## config.mk

```make
export PLATFORM = sky130hd
export DESIGN_NAME = mem_dp_be_init
export DESIGN_NICKNAME = d
export VERILOG_FILES = /design/src/rtl/mem_dp_be_init.sv
export SDC_FILE = /design/constraint.sdc
export NUM_CORES = 1
export LEC_CHECK = 0
export ABC_AREA = 1
export CORE_ASPECT_RATIO = 0.9
export CORE_MARGIN = 2
export CORE_UTILIZATION = 60
export DETAILED_ROUTE_END_ITERATION = 8
export PLACE_DENSITY_LB_ADDON = 0.08
export SLEW_MARGIN = 20
export SYNTH_ARGS = -nofsm -noshare
export SYNTH_HDL_FRONTEND = slang
export SYNTH_SLANG_ARGS = --single-unit
```

## constraint.sdc

```tcl
create_clock -name clk -period 2.4 [get_ports clk]
set_clock_uncertainty 0.1 [all_clocks]
set_input_delay 0.6 -clock clk [delete_from_list [all_inputs] [get_ports clk]]
set_output_delay 0.6 -clock clk [all_outputs]
set_load 0.03 [all_outputs]
```

## src/rtl/mem_dp_be_init.sv

```systemverilog
// Dual-port memory with per-lane byte enables, a post-reset init sweep that writes INIT_VAL
// everywhere, and a registered read of 1 or 2 cycles latency with selectable read-during-write.

module mem_dp_be_lane #(
  parameter int BW       = 8,
  parameter int AW       = 4,
  parameter int RDW_MODE = 0
) (
  input  logic          clk,
  input  logic          rst,
  input  logic          we,
  input  logic [AW-1:0] wa,
  input  logic [BW-1:0] wd,
  input  logic          re,
  input  logic [AW-1:0] ra,
  input  logic [BW-1:0] rq_unused_tieoff,
  output logic [BW-1:0] rq
);
  logic [BW-1:0] m [2**AW];
  logic          fwd;

  // Write-through only when this lane is actually being written at the read address.
  assign fwd = (RDW_MODE != 0) && we && (wa == ra);

  always_ff @(posedge clk)
    if (we) m[wa] <= wd;

  always_ff @(posedge clk)
    if (rst)     rq <= '0;
    else if (re) rq <= fwd ? wd : m[ra];

  logic unused_ok;
  assign unused_ok = &{1'b0, rq_unused_tieoff};
endmodule

module mem_dp_be_init #(
  parameter int            DW       = 16,
  parameter int            AW       = 4,
  parameter int            BW       = 8,
  parameter int            RD_LAT   = 1,
  parameter int            RDW_MODE = 0,
  parameter logic [DW-1:0] INIT_VAL = '0
) (
  input  logic                clk,
  input  logic                rst,
  input  logic                wr,
  input  logic [DW/BW-1:0]    be,
  input  logic [AW-1:0]       wa,
  input  logic [DW-1:0]       din,
  input  logic                rd,
  input  logic [AW-1:0]       ra,
  output logic [DW-1:0]       dout,
  output logic                dout_vld,
  output logic                init_busy
);
  localparam int NB = DW / BW;

  localparam logic [0:0] S_INIT = 1'b0;
  localparam logic [0:0] S_RUN  = 1'b1;

  typedef struct packed {
    logic          we;
    logic [NB-1:0] be;
    logic [AW-1:0] a;
    logic [DW-1:0] d;
  } wreq_t;

  generate
    if (RD_LAT != 1 && RD_LAT != 2) begin : g_bad_lat
      $fatal(1, "mem_dp_be_init: RD_LAT must be 1 or 2");
    end
    if (DW % BW != 0) begin : g_bad_bw
      $fatal(1, "mem_dp_be_init: DW must be a multiple of BW");
    end
  endgenerate

  logic [0:0]            state;
  logic [AW-1:0]         cnt;
  wreq_t                 wq;
  logic                  rd_ok;
  logic [NB-1:0][BW-1:0] rq;
  logic [RD_LAT:1]       vld_pipe;

  always_ff @(posedge clk)
    if (rst) begin
      state <= S_INIT;
      cnt   <= '0;
    end else if (state == S_INIT) begin
      // Counter parks at MD-1; the last init write and the switch to RUN share an edge.
      if (&cnt) state <= S_RUN;
      else      cnt   <= cnt + AW'(1);
    end

  assign init_busy = (state == S_INIT);
  assign rd_ok     = rd && (state == S_RUN) && !rst;

  always_comb begin
    wq = '0;
    if (!rst) begin
      if (state == S_INIT) begin
        wq.we = 1'b1;
        wq.be = '1;
        wq.a  = cnt;
        wq.d  = INIT_VAL;
      end else begin
        wq.we = wr;
        wq.be = be;
        wq.a  = wa;
        wq.d  = din;
      end
    end
  end

  genvar i;
  generate
    for (i = 0; i < NB; i++) begin : g_lane
      mem_dp_be_lane #(.BW(BW), .AW(AW), .RDW_MODE(RDW_MODE)) u_lane (
        .clk              (clk),
        .rst              (rst),
        .we               (wq.we & wq.be[i]),
        .wa               (wq.a),
        .wd               (wq.d[i*BW +: BW]),
        .re               (rd_ok),
        .ra               (ra),
        .rq_unused_tieoff ('0),
        .rq               (rq[i])
      );
    end
  endgenerate

  always_ff @(posedge clk)
    if (rst) vld_pipe <= '0;
    else     vld_pipe <= RD_LAT'({vld_pipe, rd_ok});

  assign dout_vld = vld_pipe[RD_LAT];

  generate
    if (RD_LAT == 2) begin : g_lat2
      logic [DW-1:0] dq2;
      always_ff @(posedge clk)
        if (rst)              dq2 <= '0;
        else if (vld_pipe[1]) dq2 <= rq;
      assign dout = dq2;
    end else begin : g_lat1
      assign dout = rq;
    end
  endgenerate
endmodule
```

Word level (Yosys, flattened, before mapping)
Memory sizes are Yosys's and may differ from the RTL's. A register that Yosys moved wholly into a read port is not among the register bits.
Cells that the tools add are included.

operators by class
  $add $sub $neg = 1
  multiplexer cells = 8
  bitwise logic cells = 4
  reduce and logical (&&, ||, !) cells = 5

operators by type and width
  cell                                                           count
  23-bit two-way mux                                             2
  1-bit two-way mux                                              6
  4-bit by 1-bit adder with 4-bit output, second input constant  1
  4-bit AND reduction                                            1
  1-bit bitwise AND                                              2
  1-bit logical AND                                              2
  1-bit NOT                                                      2
  2-bit AND reduction                                            1
  1-bit zero test                                                1

word-level totals
  bits in registers = 6
  RAM bits = 256
  input port bits = 30
  word-level logic and storage cells = 23
  memories kept = 2

memory list
  memory              words  width  rd ports  clocked after Yosys merged registers in  write ports  line  text
  g_lane[0].u_lane.m  16     8      1         1                                        1            19    logic [BW-1:0] m [2**AW];
  g_lane[1].u_lane.m  16     8      1         1                                        1            19

Depth between registers and ports, before layout
Gate-level depths: netlist of the first run.

  depth in word-level cells = 5
  gate-level depth with buffers = 11
  depth with buffers taken out = 9

Cells and area by module
A second synthesis of the first run with hierarchy kept.

second synthesis, totals
  cell total of the unflattened synthesis = 1071
  area, all modules = 11678.7 um^2

by module, submodules not included
  module          instances  cells each  area an instance (um^2)  seq. area each (um^2)
  mem_dp_be_lane  2          490         5577.8                   4003.8
  mem_dp_be_init  1          91          523.0                    120.1

Least setup slack after synthesis of the first run
Ideal clock, no wire load.

  path kind = input to register
  start = input rst
  end = memory g_lane[0].u_lane.m[6][0] (enable)
  library setup time = 0.370 ns
  data arrival time = 1.597 ns
  required time = 1.930 ns
  setup slack = 0.333 ns
  stages = 6
  path buffers = 1
  path through = inv_1 > buf_2 > nand2_1 > nor2_1 > nand2_1 > nor2_1

between the ends
  word-level cells in the longest chain between the ends = 4

RTL lines
  element                                  line  text
  start, declared                          45    input logic rst,
  23-bit two-way mux (*)                   99    if (!rst) begin
  1-bit bitwise AND                        120   .we (wq.we & wq.be[i]),
  1-bit two-way mux                        26    if (we) m[wa] <= wd;
  1-bit two-way mux (not written as such)  26
  end, declared                            19

Every way passes the cells marked *; elsewhere a longest branch is shown, timed or not.

Final worst setup path of the first run
  start = register g_lane[0].u_lane.rq[0], read port of g_lane[0].u_lane.m
  end = output dout[0]

RTL lines
  element          line  text
  start, declared  17    output logic [BW-1:0] rq
  end, declared    52    output logic [DW-1:0] dout,

No word-level cell between the ends.

==> results.md, run 1 <==
- The flow ran to the end, and the final reports show no timing, DRC or antenna violations.
- The initial antenna violation count is 0.
- The global-route usage over all layers is 26.4%.
- Wires add up to 27.9 mm.
- After synthesis, flip-flops and latches occupy 67.1% of the total area.
- Together, buffers and inverters on the worst path number 1.
- The max-slew violation count is 0.
- The fraction of registers with async set or reset after synthesis is 0%.
- OpenSTA, run right after detailed placement, puts the worst setup slack at -138 ps.
- The count of buffers added on input and output ports is 47.
- The flip-flop and latch count after synthesis is 278.
- The die boundary width is 154 um.
- In this run, distinct cell masters in the synthesized netlist total 23.
- TritonCTS built the clock tree.
- The top cell type by area accounts for 63.5% of the synthesized area.
- Max-cap violations in this run came to 0.
- Buffers added to address setup during post-CTS repair amount to 0.
- The biggest cell delay along the critical path is 700 ps.
- Traced cell by cell, the critical path runs through clkdlybuf4s50_1.
- The required time of the critical path is 1700 ps.
- Entering global routing, the biggest net connects 65 pins.
- The leading area contributor after synthesis is sky130_fd_sc_hd__edfxtp_1.
- In the final routed layout, each cell accounts on average for 17.5 um.
- The prevailing post-synth register cell is sky130_fd_sc_hd__edfxtp_1.
- The remaining design rule violation count is 0.
- Once detail routing completed, the nets flagged for antenna violations numbered 0.
- The initial DRC count is 793.
- The worst hold path belongs to the class reg -> reg.
- The commonest cells after synthesis are 475 x sky130_fd_sc_hd__nand2_1, 256 x sky130_fd_sc_hd__edfxtp_1, 177 x sky130_fd_sc_hd__nand3_1.
- The sum of overflow across all layers after global routing is 0.
- The launching element type of the critical path is a register.
- The analysis attributes to cell leakage a power of 0.00612 uW.
- On the critical path the largest part of the delay comes from buffers and inverters.
- The worst pin sits at a relative slew slack of 63.9%.
- The HPWL after detailed placement is 18.3 mm.
- For the finished layout, the period the worst path requires is 2310 ps.
- For the pin with the worst max-slew slack, the measured transition is 541 ps.
- The net count of the finished layout is 1,351.
- The number of clock buffers added by TritonCTS is 28.
- The worst setup slack after layout is 94.1 ps.
- Setup repair after global routing left no endpoint under its margin.
- IR analysis of the VDD net gives a maximum drop of 576 uV.
- The number of flops mapped to enable cells by yosys is 256.
- Pin placement for this block handled 48 I/O pins.
- The final cell count without fillers is 1,597.
- Relative to the synthesized area, the layout overhead comes to 16.3%.
- The highest achievable clock rate is 0.434 GHz.
- The region available for standard cell placement spans 0.0199 mm2.
- The number of cells upsized or downsized after cts is 1.
- The post-synth net total is 1,256.
- Setup violations remaining at the end of the flow were counted as 0.
- The first global-routing pass estimated 43.3 mm of wire.
- STA puts the critical path data arrival time at 1610 ps.
- After synthesis, the cell types taking the most area are sky130_fd_sc_hd__edfxtp_1 63%, sky130_fd_sc_hd__nand2_1 15%, sky130_fd_sc_hd__nand3_1 7.3%.
- The die covers 0.0213 mm2.
- The combined area of all synthesized cells is 0.0121 mm2.
- Power comes to 9870 uW.
- The slowest stage of the critical path is the sky130_fd_sc_hd__clkdlybuf4s50_1 cell.
- Cells with a size suffix above 1 make up 9.54% of the layout.
- The cell sitting at the root of the clock tree is a sky130_fd_sc_hd__clkbuf_16.
- Hold timing on the final database bottoms out at a slack of 395 ps.
- The starting density of the core is 61.0%.
- By instance count, the leading cell after synthesis is sky130_fd_sc_hd__nand2_1.
- The worst-skew pair later-pin latency is 530 ps.
- The via density per instance is 5.29.
- The post-synthesis cell count is 1,225.
- The clock drives 278 sinks.
- The congestion estimate from routability-driven global placement came to 0.881.
- The worst setup path is captured at a primary output.
- Measured along the y axis, the die boundary spans 139 um.
- Adding up every negative setup slack in the final design gives 0 ps.
- The final route contains 8,451 vias.
- The number of synthesis warnings is 0.
- The number of hold buffers added after CTS was 0.
- In this run the number of H-tree levels came out at 1.
- The clock-pin slew of the registers on the worst-case setup and hold paths is 60 ps.
- The via count of the first global-routing pass is 8,131.
- The hold violation count in the final report is 0.
- 0 antenna diodes ended up in the layout.
- The count of placed standard cells including taps is 1,545.
- Power spread over the standard cell area amounts to 701 mW/mm2.
- Dividing the synthesized area by the synthesized cell count gives 9.88 um2.
- The maximum fanout encountered on the critical timing path is 2.
- The cell row count is 49.
- The worst setup path is of the reg -> out kind.
- The post-route clock period utilization is 96.1%.
- The buffer levels on the longest clock path is 3.
- The number of iterations in the first detailed-routing pass is 6.
[layout by cell type, fill, tap and decap left out, types with 2 or more instances in the layout]
cell,instances
sky130_fd_sc_hd__nor2_2,5
sky130_fd_sc_hd__inv_1,152
sky130_fd_sc_hd__inv_2,3
sky130_fd_sc_hd__nand3_1,177
sky130_fd_sc_hd__a21oi_1,4
sky130_fd_sc_hd__clkdlybuf4s50_1,44
sky130_fd_sc_hd__clkbuf_8,2
sky130_fd_sc_hd__nand2_2,2
sky130_fd_sc_hd__buf_12,9
sky130_fd_sc_hd__nor2_1,57
sky130_fd_sc_hd__dfxtp_1,22
sky130_fd_sc_hd__edfxtp_1,256
sky130_fd_sc_hd__o21ai_1,2
sky130_fd_sc_hd__o21ai_0,2
sky130_fd_sc_hd__clkbuf_16,29
sky130_fd_sc_hd__nand2_1,475
sky130_fd_sc_hd__clkbuf_1,18
sky130_fd_sc_hd__buf_4,71
[worst paths after layout]
path                                             start                       end  slack (ps)  depth (start not counted)
worst max register to register                   state  g_lane[0].u_lane.m[2][1]         260                          6
worst min-delay path                            cnt[3]                    cnt[3]         400                          2
worst min register to register                  cnt[3]                    cnt[3]         400                          2
worst max-delay path            g_lane[0].u_lane.rq[0]                   dout[0]          90                          1
[registers in the layout, indices dropped and copies added, names as in the netlist]
| name | flops |
|---|---|
| cnt | 4 |
| g_lane.u_lane.m | 256 |
| state | 1 |
| g_lane.u_lane.rq | 16 |
| dout_vld | 1 |
[metal layers]
layer  routed length (um)  vias up  global-route usage [%]
met2                13400      321                    43.6
met1                11400     3923                    36.0
met5                    0        -                       0
li1                     -     4140                       -
met3                 2090       67                    4.25
met4                 1010        0                    9.27
[per-stage QoR]
stage / utilization (%) / instance area [um2]
2_1_floorplan: - / 12100
3_3_place_gp: 66.6 / 13200
3_5_place_dp: 66.6 / 13200
4_1_cts: 70.9 / 14100
5_1_grt: 70.9 / 14100
6_report: 70.9 / 14100
[logic make-up (layout without fill, tap and decap cells)]
| logic type | count (synthesis) | after routing | synth area share, % |
|---|---|---|---|
| adder cells (fa/ha/maj) | 1 | 1 | 0.103 |
| AND/OR/NAND/NOR | 718 | 718 | 24.3 |
| multiplexers | 1 | 1 | 0.0930 |
| buffers and inverters | 217 | 334 | 7.90 |
| flip-flops | 278 | 278 | 67.1 |
| AO/OA/AOI/OAI | 10 | 10 | 0.475 |
[layout make-up]
type                       instances  area [um2]
clock inverter                     3        38.8
inverter                         156         588
timing repair buffer             126        1170
fill                            1449        5780
clock buffer                      49         821
sequential                       278        8130
multi-input combinational        730        3020
tap                              255         319
[where the power goes]
part,internal (uW),switching (uW)
combinational,195,340
clock,2400,1670
sequential,5250,12.2
total,7850,2020
Power figures use the tool's default switching activity.
==> run 2, diff against run 1 <==
--- a/config.mk
+++ b/config.mk
@@ -6,7 +6,7 @@
 export NUM_CORES = 1
 export LEC_CHECK = 0
 export ABC_AREA = 1
-export CORE_ASPECT_RATIO = 0.9
+export CORE_ASPECT_RATIO = 1.25
 export CORE_MARGIN = 2
 export CORE_UTILIZATION = 60
 export DETAILED_ROUTE_END_ITERATION = 8
==> run 2 against run 1 <==
Compared with the run above:
- sequential power about the same
- sequential share of layout area decreased by 0.43 points
- via count increased by 2.3%
- first-iteration DRC count increased by 30%
- power increased by 4.0%
- sequential cell count unchanged
- critical path depth unchanged
- global-route usage increased by 2.6 points
- hold slack improved by 12 ps
- non-clock buffer count increased by 2
- core utilization increased by 0.21 points
- final cell count increased by 0.81%
- critical endpoint is now dout[6]
- largest cell class unchanged
- largest power group unchanged
- highest routed layer unchanged
==> results.md, run 2 (synthesis gave the netlist of run 1 again) <==
- Run status: complete, no violations (unchanged).
- The final non-filler cell area is 0.0142 mm2 (was 0.0141 mm2).
- The CTS tree is yes (unchanged).
- The headroom to the max-slew limit is 58.3% (was 63.9%).
- The core region area is 0.0200 mm2 (was 0.0199 mm2).
- The overall die area is 0.0213 mm2 (about the same).
- The wire length on met1 came to 11.4 mm (about the same).
- The initial antenna violation count is 0 (unchanged).
- The number of cells upsized or downsized after cts was 2 (was 1).
- The path depth of the worst reg2reg path is 9 (was 6).
- The internal reg-to-reg setup slack came to 290 ps (was 260 ps).
- The remaining design rule violation count was 0 (unchanged).
- The path category of the worst min-delay check is reg -> reg (unchanged).
- The cell chosen for the clock root is sky130_fd_sc_hd__clkbuf_16 (unchanged).
- The die boundary width was 131 um (was 154 um).
- The area of placed instances was 0.0133 mm2 (was 0.0132 mm2).
- The launching element type of the critical path is a register (unchanged).
- The height of the chip came to 163 um (was 139 um).
- The leakage power summed over all cells came to 0.00617 uW (was 0.00612 uW).
- The commonest non-fill, non-tap cell in the layout is sky130_fd_sc_hd__nand2_1 (unchanged).
- The antenna diode instance count is 0 (unchanged).
- The initial DRC count is 1,027 (was 793).
- The first-pass GRT wire length is 45.3 mm (was 43.3 mm).
- The highest achievable clock rate is 0.441 GHz (was 0.434 GHz).
- The hold violation count in the final report is 0 (unchanged).
- The sum of met3 wire segment lengths after detailed routing is 2.35 mm (was 2.09 mm).
- The via density per instance is 5.37 (was 5.29).
- The startpoint-to-endpoint class of the critical path is reg -> out (unchanged).
- The cell family with the largest share of critical-path delay is buffers and inverters (unchanged).
- The half-perimeter wire length of the detailed placement result was 19.2 mm (was 18.3 mm).
- Commonest cells after routing, fill and taps aside: 475 x sky130_fd_sc_hd__nand2_1, 256 x sky130_fd_sc_hd__edfxtp_1, 177 x sky130_fd_sc_hd__nand3_1 (unchanged).
- The share of cells above drive strength 1 is 10.2% (was 9.54%).
- The area of the multi-input gates is 0.00302 mm2 (unchanged).
- The number of iterations in the first detailed-routing pass is 6 (unchanged).
- The global-route usage over all layers was 28.9% (was 26.4%).
- The net count of the finished layout is 1,351 (unchanged).
- The slew of the pin with the lowest slew margin is 625 ps (was 541 ps).
- The buffer levels on the longest clock path was 3 (unchanged).
- The arrival time reported for the critical path endpoint came to 1570 ps (was 1610 ps).
- The number of buffer and inverter stages on the critical path was 1 (unchanged).
- The worst supply voltage drop on vdd is 588 uV (was 576 uV).
- The detail-routed net length per standard cell is 18.7 um (was 17.5 um).
- Cells traversed along the worst timing path: clkdlybuf4s50_1 (unchanged).
- The met2 layer wire length in the routed design is 14.9 mm (was 13.4 mm).
- The startpoint of the most critical hold path is cnt[3] (unchanged).
- The buffers inserted during post-CTS setup optimization is 0 (unchanged).
- The worst setup slack after layout is 134 ps (was 94.1 ps).
- The cell row count is 58 (was 49).
- The ratio of total power to cell area is 724 mW/mm2 (was 701 mW/mm2).
- The number of setup violations in the final report is 0 (unchanged).
- The highest metal layer with signal wires is met4 (unchanged).
- The number of vias in the routed layout is 8,649 (was 8,451).
- The timing startpoint of the critical path is g_lane[0].u_lane.rq[6] (was g_lane[0].u_lane.rq[0]).
- The post-route clock period utilization was 94.4% (was 96.1%).
- The starting density of the core was 60.7% (was 61.0%).
- The total negative slack for setup checks came to 0 ps (unchanged).
- The number of top-level pins is 48 (unchanged).
- Setup repair after global routing missed its margin: no (unchanged).
- The total clock sinks was 278 (unchanged).
- The CTS buffer count was 26 (was 28).
- The end of the worst register-to-register path is g_lane[1].u_lane.m[11][7] (was g_lane[0].u_lane.m[2][1]).
- The clock-pin slew of the registers on the worst-case setup and hold paths is 60 ps (about the same).
- The synthesis-to-layout area growth is 17.2% (was 16.3%).
- The sum of overflow across all layers after global routing was 0 (unchanged).
- The number of maximum-capacitance violations came to 0 (unchanged).
- The slowest cell on the critical path was sky130_fd_sc_hd__clkdlybuf4s50_1 (unchanged).
- The worst-skew pair later-pin latency is 530 ps (about the same).
- The via count of the first global-routing pass is 8,405 (was 8,131).
- The max-slew violation count came to 0 (unchanged).
- The flip-flop and latch area is 0.00813 mm2 (about the same).
- The worst min-delay path endpoint is cnt[3] (unchanged).
- The number of buffers added on ports is 47 (unchanged).
- The hold-critical path depth is 2 (unchanged).
- The final critical-path required period is 2270 ps (was 2310 ps).
- The final weighted congestion in routability-driven placement was 0.911 (was 0.881).
- The required time of the critical path is 1700 ps (about the same).
- The number of flip-flops in the largest register came to 256 (unchanged).
- The total of hold buffers inserted after clock tree synthesis came to 0 (unchanged).
- The H-tree depth came to 1 (unchanged).
- The register with the highest flop count is g_lane.u_lane.m (unchanged).
- The endpoint kind of the worst setup timing path is a primary output (unchanged).
- The worst flop-to-flop path startpoint was state (unchanged).
- The wire length after detailed routing is 30.0 mm (was 27.9 mm).
- The minimum setup slack after placement is -193 ps (was -138 ps).
- The number of routed nets with antenna violations is 0 (unchanged).
- The maximum fanout encountered on the critical timing path came to 2 (unchanged).
- The layout filler cell count is 1,484 (was 1,449).
- Registers with the highest flip-flop counts: g_lane.u_lane.m: 256 flops, g_lane.u_lane.rq: 16 flops, cnt: 4 flops (unchanged).
- The pin count of the biggest net entering global routing was 89 (was 65).
- The biggest cell delay along the critical path was 700 ps (about the same).
==> run 2: tightest hold or removal path: cells and delay by family, from the launching register on <==
kind            cells  cell delay (ps)
flops               1              330
buf+inv             1               70
compound gates      1               60
==> run 2: where the power goes <==
| part | switching [uW] | leakage [uW] | internal [uW] | total (uW) |
|---|---|---|---|---|
| Clock | 1720 | 0.000456 | 2730 | 4460 |
| Combinational | 355 | 0.00287 | 197 | 552 |
| Sequential | 12.3 | 0.00285 | 5250 | 5260 |
| Total | 2090 | 0.00617 | 8180 | 10300 |
==> run 2: final cells by class <==
type	instances	share of cell area, %
timing repair buffer	128	8.33
clock inverter	14	1.55
inverter	156	4.14
multi-input combinational	730	21.3
tap	270	2.38
sequential	278	57.3
clock buffer	34	5.02
==> run 2: layer usage <==
metal | global-route usage, % | up-vias
met5 | 0 | -
met4 | 14.0 | 0
met3 | 4.20 | 93
met2 | 48.9 | 427
met1 | 36.5 | 3994
li1 | - | 4135
==> run 2: metrics by stage <==
step           utilization [%]  hold WS (ps)  total power (uW)  std cells
2_1_floorplan                -           350              5710       1225
3_3_place_gp              66.5           368              5910       1562
3_5_place_dp              66.5           385              5910       1562
4_1_cts                   71.1           394             10300       1610
5_1_grt                   71.1           406             10500       1610
6_report                  71.1           407             10300       1610
==> run 2: how the worst max path moves through the flow <==
stage                           endpoint  cells after the start  slack [ps]
5_1_grt                          dout[6]                      1          70
3_5_place_dp   g_lane[1].u_lane.m[11][4]                      7        -190
2_1_floorplan   g_lane[0].u_lane.m[6][0]                      6         330
3_3_place_gp   g_lane[1].u_lane.m[11][3]                      7        -150
6_report                         dout[6]                      1         130
4_1_cts                          dout[6]                      1         120
